[config.mk]
export PLATFORM = sky130hd
export DESIGN_NAME = sysbus_arbiter
export DESIGN_NICKNAME = d
export VERILOG_FILES = /design/src/rtl/sysbus_arbiter.sv
export SDC_FILE = /design/constraint.sdc
export NUM_CORES = 1
export LEC_CHECK = 0
export CAP_MARGIN = 20
export CELL_PAD_IN_SITES_DETAIL_PLACEMENT = 0
export CELL_PAD_IN_SITES_GLOBAL_PLACEMENT = 1
export CORE_UTILIZATION = 31
export DETAILED_ROUTE_END_ITERATION = 7
export PLACE_DENSITY = 0.88
export SLEW_MARGIN = 10
export SYNTH_ARGS = -nofsm -noshare
export SYNTH_HDL_FRONTEND = slang
export SYNTH_SLANG_ARGS = --single-unit
[constraint.sdc]
create_clock -name clk1_50 -period 6.05 [get_ports clk1_50]
set_input_delay 1.21 -clock clk1_50 [delete_from_list [all_inputs] [get_ports clk1_50]]
set_output_delay 1.21 -clock clk1_50 [all_outputs]
set_load 0.1 [all_outputs]
[src/rtl/sysbus_arbiter.sv]
// sysbus_arbiter: single-transaction shared system bus.
// N_MST masters are round-robin arbitrated; the granted request is decoded
// onto one of N_SLV slaves by the top SEL_W address bits. A per-access
// timeout answers with an error, so a dead slave can never lock the bus.
// All m_*/s_* outputs come straight from registers; only busy is decoded
// from the state register.
module sysbus_arbiter #(
    parameter int N_MST   = 4,
    parameter int N_SLV   = 4,
    parameter int ADDR_W  = 24,
    parameter int SEL_W   = 4,
    parameter int DATA_W  = 16,
    parameter int TIMEOUT = 255
) (
    input  logic                    clk1_50,
    input  logic                    rst_,
    input  logic [N_MST-1:0]        m_req,
    input  logic [N_MST-1:0]        m_we,
    input  logic [N_MST*ADDR_W-1:0] m_addr,
    input  logic [N_MST*DATA_W-1:0] m_wdata,
    output logic [N_MST-1:0]        m_ack,
    output logic                    m_err,
    output logic [DATA_W-1:0]       m_rdata,
    output logic [N_SLV-1:0]        s_req,
    output logic                    s_we,
    output logic [ADDR_W-SEL_W-1:0] s_addr,
    output logic [DATA_W-1:0]       s_wdata,
    input  logic [N_SLV-1:0]        s_ack,
    input  logic [N_SLV*DATA_W-1:0] s_rdata,
    output logic                    busy
);

    localparam int MST_W = (N_MST > 1) ? $clog2(N_MST) : 1;
    localparam int LOC_W = ADDR_W - SEL_W;
    // The counter only has to reach TIMEOUT-1.
    localparam int CNT_W = (TIMEOUT > 1) ? $clog2(TIMEOUT) : 1;
    localparam logic [CNT_W-1:0] CNT_LAST = CNT_W'((TIMEOUT > 0) ? TIMEOUT - 1 : 0);
    localparam logic [MST_W:0]   MST_CNT  = (MST_W + 1)'(N_MST);
    localparam logic [SEL_W:0]   SLV_CNT  = (SEL_W + 1)'(N_SLV);

    typedef enum logic [1:0] {
        ST_IDLE = 2'd0,
        ST_XFER = 2'd1,
        ST_DONE = 2'd2
    } state_t;

    state_t              r_state;
    logic [MST_W-1:0]    r_rr;
    logic [MST_W-1:0]    r_grant;
    logic                r_we;
    logic [ADDR_W-1:0]   r_addr;
    logic [DATA_W-1:0]   r_wdata;
    logic [CNT_W-1:0]    r_cnt;
    logic [N_SLV-1:0]    r_s_req;
    logic [N_MST-1:0]    r_m_ack;
    logic                r_m_err;
    logic [DATA_W-1:0]   r_m_rdata;

    logic [N_MST-1:0]    w_req_rot;
    logic                w_found;
    logic [MST_W-1:0]    w_off;
    logic [MST_W:0]      w_gnt_sum;
    logic [MST_W-1:0]    w_gnt;
    logic [MST_W:0]      w_rr_sum;
    logic [MST_W-1:0]    w_rr_nxt;
    logic                w_m_we;
    logic [ADDR_W-1:0]   w_m_addr;
    logic [DATA_W-1:0]   w_m_wdata;
    logic [SEL_W-1:0]    w_in_sel;
    logic                w_dec_err;
    logic [SEL_W-1:0]    w_sel;
    logic                w_ack_sel;
    logic [DATA_W-1:0]   w_rdata_sel;
    logic                w_timeout;

    // One-hot master vector for a grant index.
    function automatic logic [N_MST-1:0] mst_onehot(input logic [MST_W-1:0] idx);
        logic [N_MST-1:0] v;
        v = '0;
        for (int k = 0; k < N_MST; k++) begin
            v[k] = (MST_W'(k) == idx);
        end
        return v;
    endfunction

    // One-hot slave vector for a select index (only called with sel < N_SLV).
    function automatic logic [N_SLV-1:0] slv_onehot(input logic [SEL_W-1:0] idx);
        logic [N_SLV-1:0] v;
        v = '0;
        for (int k = 0; k < N_SLV; k++) begin
            v[k] = (SEL_W'(k) == idx);
        end
        return v;
    endfunction

    // Round-robin pick: rotate requests so the rr pointer sits at bit 0,
    // take the lowest set bit, then rotate the offset back into an index.
    always_comb begin
        w_req_rot = N_MST'({m_req, m_req} >> r_rr);
        w_found   = 1'b0;
        w_off     = '0;
        for (int k = N_MST - 1; k >= 0; k--) begin
            if (w_req_rot[k]) begin
                w_found = 1'b1;
                w_off   = MST_W'(k);
            end
        end
        w_gnt_sum = {1'b0, r_rr} + {1'b0, w_off};
        if (w_gnt_sum >= MST_CNT) begin
            w_gnt_sum = w_gnt_sum - MST_CNT;
        end
        w_gnt    = w_gnt_sum[MST_W-1:0];
        w_rr_sum = {1'b0, w_gnt} + (MST_W + 1)'(1);
        if (w_rr_sum >= MST_CNT) begin
            w_rr_sum = '0;
        end
        w_rr_nxt = w_rr_sum[MST_W-1:0];
    end

    // Select the granted master's request fields.
    always_comb begin
        w_m_we    = 1'b0;
        w_m_addr  = '0;
        w_m_wdata = '0;
        for (int k = 0; k < N_MST; k++) begin
            if (MST_W'(k) == w_gnt) begin
                w_m_we    = m_we[k];
                w_m_addr  = m_addr[k*ADDR_W +: ADDR_W];
                w_m_wdata = m_wdata[k*DATA_W +: DATA_W];
            end
        end
    end

    assign w_in_sel  = w_m_addr[ADDR_W-1 -: SEL_W];
    assign w_dec_err = ({1'b0, w_in_sel} >= SLV_CNT);
    assign w_sel     = r_addr[ADDR_W-1 -: SEL_W];

    // Only the selected slave's ack and read data are looked at.
    always_comb begin
        w_ack_sel   = 1'b0;
        w_rdata_sel = '0;
        for (int k = 0; k < N_SLV; k++) begin
            if (SEL_W'(k) == w_sel) begin
                w_ack_sel   = s_ack[k];
                w_rdata_sel = s_rdata[k*DATA_W +: DATA_W];
            end
        end
    end

    assign w_timeout = (TIMEOUT != 0) && (r_cnt == CNT_LAST);

    // Bus FSM: arbitration and capture in IDLE, slave handshake in XFER,
    // one-cycle master response in DONE; all bus outputs registered here.
    always_ff @(posedge clk1_50 or negedge rst_) begin
        if (!rst_) begin
            r_state   <= ST_IDLE;
            r_rr      <= '0;
            r_grant   <= '0;
            r_we      <= 1'b0;
            r_addr    <= '0;
            r_wdata   <= '0;
            r_cnt     <= '0;
            r_s_req   <= '0;
            r_m_ack   <= '0;
            r_m_err   <= 1'b0;
            r_m_rdata <= '0;
        end else begin
            case (r_state)
                ST_IDLE: begin
                    if (w_found) begin
                        r_grant <= w_gnt;
                        r_we    <= w_m_we;
                        r_addr  <= w_m_addr;
                        r_wdata <= w_m_wdata;
                        r_rr    <= w_rr_nxt;
                        r_cnt   <= '0;
                        if (w_dec_err) begin
                            r_state   <= ST_DONE;
                            r_m_ack   <= mst_onehot(w_gnt);
                            r_m_err   <= 1'b1;
                            r_m_rdata <= '0;
                        end else begin
                            r_state <= ST_XFER;
                            r_s_req <= slv_onehot(w_in_sel);
                        end
                    end
                end
                ST_XFER: begin
                    // An ack in the last counted cycle still completes cleanly.
                    if (w_ack_sel) begin
                        r_state   <= ST_DONE;
                        r_s_req   <= '0;
                        r_m_ack   <= mst_onehot(r_grant);
                        r_m_err   <= 1'b0;
                        r_m_rdata <= r_we ? '0 : w_rdata_sel;
                    end else if (w_timeout) begin
                        r_state   <= ST_DONE;
                        r_s_req   <= '0;
                        r_m_ack   <= mst_onehot(r_grant);
                        r_m_err   <= 1'b1;
                        r_m_rdata <= '0;
                    end else begin
                        r_cnt <= r_cnt + CNT_W'(1);
                    end
                end
                ST_DONE: begin
                    r_state   <= ST_IDLE;
                    r_m_ack   <= '0;
                    r_m_err   <= 1'b0;
                    r_m_rdata <= '0;
                end
                default: begin
                    r_state <= ST_IDLE;
                end
            endcase
        end
    end

    assign m_ack   = r_m_ack;
    assign m_err   = r_m_err;
    assign m_rdata = r_m_rdata;
    assign s_req   = r_s_req;
    assign s_we    = r_we;
    assign s_addr  = r_addr[LOC_W-1:0];
    assign s_wdata = r_wdata;
    assign busy    = (r_state != ST_IDLE);

endmodule

== After elaboration in Yosys (flattened, before gate mapping) ==
Cells that the tools add are included.
Widths: inputs -> output; s select.

* Flip-flop bits (word level): 80
* Bits of input ports: 238
* Logic and storage cells: 113
* Memories: 0
* Bits in latches: 0
* Bits in read-only memories: 0
* RAM bits: 0
* Output and inout bits: 63

* Add/sub/neg operators: 4
* Div/mod/pow operators: 0
* Bitwise gates (word level): 0
* Muxes and demuxes: 60
* Order comparisons: 3
* Reductions and logical operators: 13
* $mul: 0
* Shift-type cells: 1
* Equal/unequal tests: 21

{| class="wikitable"
|+ Operator list
! kind !! count
|-
| $mux 16 || 13
|-
| $mux 24 || 4
|-
| $pmux 16 s3 || 1
|-
| $mux 4 || 8
|-
| $mux 8 || 3
|-
| $mux 2 || 10
|-
| $eq 2x4->1 const A || 4
|-
| $mux 1 || 16
|-
| $pmux 8 s2 || 1
|-
| $pmux 4 s3 || 1
|-
| $reduce_and 4->1 || 3
|-
| $ne 2x2->1 const B || 5
|-
| $add 8x1->8 const B || 1
|-
| $eq 1x4->1 const A || 2
|-
| $eq 2x2->1 const A || 4
|-
| $eq 8x8->1 const B || 1
|-
| $logic_not 4->1 || 2
|-
| $pmux 4 s2 || 1
|-
| $shr 8x2->4 || 1
|-
| $ge 3x3->1 const B || 2
|-
| $logic_not 2->1 || 3
|-
| $eq 1x2->1 const A || 2
|-
| $ge 4x3->1 const B || 1
|-
| $pmux 2 s2 || 1
|-
| other kinds (10) || 12
|}

== Longest topological paths before layout ==
* Word-level depth: 17
* Mapped depth: 18
* Mapped depth without buffers: 14

== Worst setup path before layout ==
Ideal clock, no wire load.

* Kind: input port to flip-flop
* Start point: input port m_req[2]
* End point: register r_m_ack[1], in the netlist m_ack[1]
* Arrival: 3.956 ns
* Buffers on the path: 3
* Data required time: 5.924 ns
* Library setup time: 0.126 ns
* Cell stages on the path: 17
* Path slack: 1.967 ns
* Cells stage by stage: clkbuf_1 nand2_1 a21oi_1 o22ai_1 nor2_1 a21oi_1 ha_1 xor2_1 xnor2_1 ha_1 buf_2 nor2b_1 a221oi_4 o211ai_2 nor3b_4 buf_6 mux2_4

* Word-level cells in the longest chain between the ends: 16
* Elaborated cells on any way between the ends: 28
* Those cells by class: add/sub (2); order compare (2); eq/ne (5); shift (1); mux (16); reduce/logical (2)

{| class="wikitable"
|+ Ends and longest elaborated chain
! what !! RTL line !! RTL
|-
| from (decl) || 17 || <nowiki>input logic [N_MST-1:0] m_req,</nowiki>
|-
| $shr 8x2->4 (*) || 99 || <nowiki>w_req_rot = N_MST'({m_req, m_req} >> r_rr);</nowiki>
|-
| $mux 2 (4 in a row) || 103 || <nowiki>if (w_req_rot[k]) begin</nowiki>
|-
| $add 2x2->3 || 108 || <nowiki>w_gnt_sum = {1'b0, r_rr} + {1'b0, w_off};</nowiki>
|-
| $ge 3x3->1 / $sub 2x1->2 (equally long branches) || 109, 110 ||
|-
| $mux 2 || 109 || <nowiki>if (w_gnt_sum >= MST_CNT) begin</nowiki>
|-
| $logic_not 2->1 || 126 || <nowiki>if (MST_W'(k) == w_gnt) begin</nowiki>
|-
| $mux 24 (4 in a row) || 126 ||
|-
| $ge 4x3->1 || 135 || <nowiki>assign w_dec_err = ({1'b0, w_in_sel} >= SLV_CNT);</nowiki>
|-
| $ne 2x2->1 (no source line) || -- ||
|-
| $reduce_and 4->1 (no source line) || -- ||
|-
| to (signal assigned) || 179 || <nowiki>r_m_ack <= mst_onehot(w_gnt);</nowiki>
|-
| to (signal assigned) || 193 || <nowiki>r_m_ack <= mst_onehot(r_grant);</nowiki>
|-
| to (signal assigned) || 199 || <nowiki>r_m_ack <= mst_onehot(r_grant);</nowiki>
|-
| to (decl) || 55 || <nowiki>logic [N_MST-1:0] r_m_ack;</nowiki>
|}

Mark *: on every way between the ends. The rest lies on a longest branch, timed or not. The select of a mux whose other input is x is not followed.
A chain may end at the register's enable or synchronous reset.

== Worst setup path after layout ==
* Start point: input port m_req[2]
* End point: register r_m_ack[0], in the netlist m_ack[0]

* Word-level cells in the longest chain between the ends: 16
* Elaborated cells on any way between the ends: 28
* Those cells by class: add/sub (2); order compare (2); eq/ne (5); shift (1); mux (16); reduce/logical (2)

{| class="wikitable"
|+ Ends and longest elaborated chain
! what !! RTL line
|-
| $shr 8x2->4 (*) || 99
|-
| $mux 2 (4 in a row) || 103
|-
| $add 2x2->3 || 108
|-
| $ge 3x3->1 / $sub 2x1->2 (equally long branches) || 109, 110
|-
| $mux 2 || 109
|-
| $logic_not 2->1 || 81, 126
|-
| $mux 24 (4 in a row) || 126
|-
| $ge 4x3->1 || 135
|-
| $ne 2x2->1 (no source line) || --
|-
| $reduce_and 4->1 (no source line) || --
|}

Marked as above.

==> summary.txt <==
Finish
  • Total inserted antenna cells: 0
  • Non-filler instance count after layout: roughly 1,100
  • Share of layout cells above drive strength 1: 0.0806
  • Final net count: 1,150
  • Area Growth Syn to Fin: 57.6%
  • Core Util, Final: 0.500
  • # fillers: 1,738

Routing
  • Final WL: about 20 mm
  • Routed Antenna Nets: 0
  • DR iter-0 viols: ~220
  • Pre-antenna DRT Iters: 4
  • WL/cell: about 17 microns
  • Via density: between 5 and 6
  • Vias: around 5,800
  • DRC Markers: 0

Logic synthesis
  • Post-synth EDFFs: 0
  • Synth top area cells: dfrtp_1 35%, nand2_1 8.4%, o211a_1 6.1%, mux2_4 5.2%, a211oi_1 4.6%
  • Post-Syn Area: 0.00572 sq mm
  • FF+latch count, synth: 80
  • Ys Warns: 0
  • Yosys top cell by area: dfrtp_1
  • Main synth FF type: dfrtp_1
  • Yosys top cell area share: 0.350
  • Yosys cell types: ~50
  • Register area share after synthesis: 0.350
  • Syn Nets: approximately 900
  • Post-Syn Instances: 655
  • Asr flop ratio synth: 1.00
  • Synth Area per Inst: 8.74 sq um

Timing
  • Max-slew violation count: 0
  • TNS Setup: 0 ps
  • RSZ-0062 raised after global routing: no
  • Worst slew margin: 0.305
  • Final worst path period share: 0.799
  • Tmin final: 4840 ps
  • Clock skew: 7.43 ps
  • Fin. Hold Viols: 0
  • Tightest Pin Transition: 1040 ps
  • Achievable Freq: about 210 MHz
  • Final setup violation count: 0

Worst setup path
  • CP startpoint kind: input pin
  • Crit-path max FO: 21
  • CP max-delay cell: clkdlybuf4s50_1
  • Slowest stage delay, CP: 530 ps
  • Worst Path Arrival: between 5000 and 6000 ps
  • Crit. End Element: flop
  • Worst setup path class: in -> reg
  • CP top delay family: buffers and inverters
  • Worst Path Buf+Inv: 3
  • CP required: between 6000 and 7000 ps
  • Crit-path cells: clkdlybuf4s50_1, nor2b_1, a21oi_1, o22ai_1, nor2_1, a21oi_1, ha_1, xor2_1, xnor2_1, ha_1, buf_4, nor2b_1, a221oi_4, o211ai_2, nor3b_4, buf_4, mux2_2

Place
  • Dpl cells: about 1,100
  • # port buffers: 300
  • Hpwl dp: approximately 15 mm
  • RD Place Congestion: between 0.8 and 0.9

Pwr
  • Sw Share: 0.553
  • Net Sw Power: between 3000 and 4000 uW
  • Maximum vdd drop: between 0.0003 and 0.0004 V
  • Gate power share: 0.767
  • Power per Cell Area: between 600 and 700 mW/mm^2
  • Register share of total power: 0.146
  • Clk network pwr share: 0.087
  • Overall power: around 5900 uW
  • Cell internal pwr: 2640 uW
  • Leakage power: about 0.0037 uW

CTS
  • Clock sinks: 80
  • Worst-Skew Late Latency: approximately 340 ps
  • Clock Root Buffer: clkbuf_16
  • Post-cts resize count: 0
  • H-tree Lvls: 3
  • CTS clock-pin slew for the worst setup and hold paths: approximately 60 ps
  • Setup bufs post-CTS: 0
  • Hold_buf cts: 0
  • Longest Clk Path Bufs: 2
  • TritonCTS clock tree: done
  • Num CTS Buffers: 9

Floorplanning
  • Starting Density: 0.317
  • Core ar.: 0.0180 sq mm
  • I/O pin total: approximately 300
  • Die width: around 140 microns
  • Die area: approximately 0.019 sq mm
  • Row cnt: between 40 and 50
  • Chip height: 138 microns

Global route
  • Largest net degree at the start of global routing: between 80 and 90
  • Overall Global Routing Usage: 0.208
  • Vias in the first global route: roughly 5,600
  • Initial antenna violation count: 0
  • First-pass GRT wire length: 29.9 mm
  • Total grt overflow: 0

Worst hold path
  • Tightest Hold Check Type: reg -> reg

Job
  • Max Cap Viol: 0

Run status
  • Status: finished clean
tightest hold or removal path: cells and delay by family, from the launching register on:
family | cells | cell delay, ps
DFF | 1 | 340
AOI/OAI and AO/OA | 1 | 60
and+or+nand+nor | 1 | 40
path summary, 6_finish.rpt:
check,from,to,slack (ps),cells after the start
worst max-delay path,m_req[2],m_ack[0],1210,17
worst min-delay path,s_wdata[1],s_wdata[1],480,2
worst max register to register,r_rr[1],m_ack[0],2210,16
worst min register to register,s_wdata[1],s_wdata[1],480,2
max in group asynchronous,rst_,r_addr[10],4620,2
min in group asynchronous,rst_,m_rdata[5],820,1
state kept, by name, summed over array words and instances (netlist names):
name / cells
m_err: 1
s_we: 1
r_addr: 24
s_req: 4
r_rr: 2
m_rdata: 16
r_state: 2
r_cnt: 8
r_grant: 2
m_ack: 4
s_wdata: 16
per-stage QoR:
step / hold WS (ps) / instance area (sq um) / worst slack (ps)
global route: 502 / 9020 / 829
detailed placement: 469 / 8710 / 872
global placement: 461 / 8710 / 991
finish: 475 / 9020 / 1210
floorplan: 451 / 5720 / 1970
CTS: 483 / 8990 / 1220
logic make-up (layout without fill, tap and decap cells):
logic type                 Yosys count  count (layout)  share of synthesized area
adders and majority gates           11              11                     0.0241
and+or+nand+nor                    193             193                      0.156
AOI/OAI and AO/OA                  233             233                      0.286
xor gates and xnor gates             4               4                    0.00612
DFF                                 80              80                      0.350
muxes                               47              47                      0.102
buffers and inverters               87             338                     0.0757
cells in the mapped netlist (4+ instances only):
master	instances
nand2_1	128
dfrtp_1	80
o21ai_0	52
a21oi_1	50
clkbuf_1	37
a211oi_1	35
o211a_1	35
o211ai_1	35
buf_4	21
nor2b_1	21
mux2_4	20
mux2i_1	17
ha_1	11
buf_2	10
inv_1	10
mux2_2	10
nor2_1	10
buf_1	6
nand3_1	6
o22ai_1	6
or3_1	5
nand2b_1	4
o31ai_1	4
per-layer routing:
layer  share of wire  wire, microns  track usage  up-vias
met4           0.017            329       0.0664        0
li1                -              -            -     2854
met5               0              0            0        -
met2            0.48           9490        0.373      233
met1            0.40           7860        0.234     2699
met3           0.099           1950       0.0614       19
layout by cell type, fill, tap and decap left out, drive strengths merged, types with 2 or more instances in the layout:
cell,netlist,layout
mux2i,17,17
a211oi,35,35
o211a,35,35
nand3,6,6
o21ai,54,54
clkbuf,37,11
ha,11,11
o211ai,36,36
dfrtp,80,80
o31ai,4,4
clkdlybuf4s50,0,299
nor2,10,10
or3,5,5
o221ai,4,4
nor3b,2,2
a21oi,51,51
clkinvlp,0,3
buf,39,12
mux2,30,30
inv,11,11
nand2,128,128
a211o,2,2
nor2b,21,21
nand2b,4,4
nor4b,2,2
a221oi,3,3
nor4,3,3
o22ai,6,6
clkinv,0,2
xnor2,3,3
nor3,3,3
power groups by stage:
stage | Sequential, uW | Combinational, uW | Clock [uW]
floorplan | 1310 | 3120 | 0
global placement | 862 | 4520 | 0
detailed placement | 868 | 4560 | 0
CTS | 862 | 4580 | 535
global route | 886 | 4920 | 552
finish | 859 | 4530 | 513
area by class of cell:
class | instances | area (sq um) | area share
clock buffers | 11 | 243 | 0.0269
clock inverters | 5 | 32.5 | 0.00361
inverters | 11 | 41.3 | 0.00458
multi-input cells | 488 | 3290 | 0.365
flip-flops and latches | 80 | 2000 | 0.222
well taps | 229 | 287 | 0.0318
repair buffers | 311 | 3120 | 0.346
No activity file was read; power rests on OpenSTA's default activity.
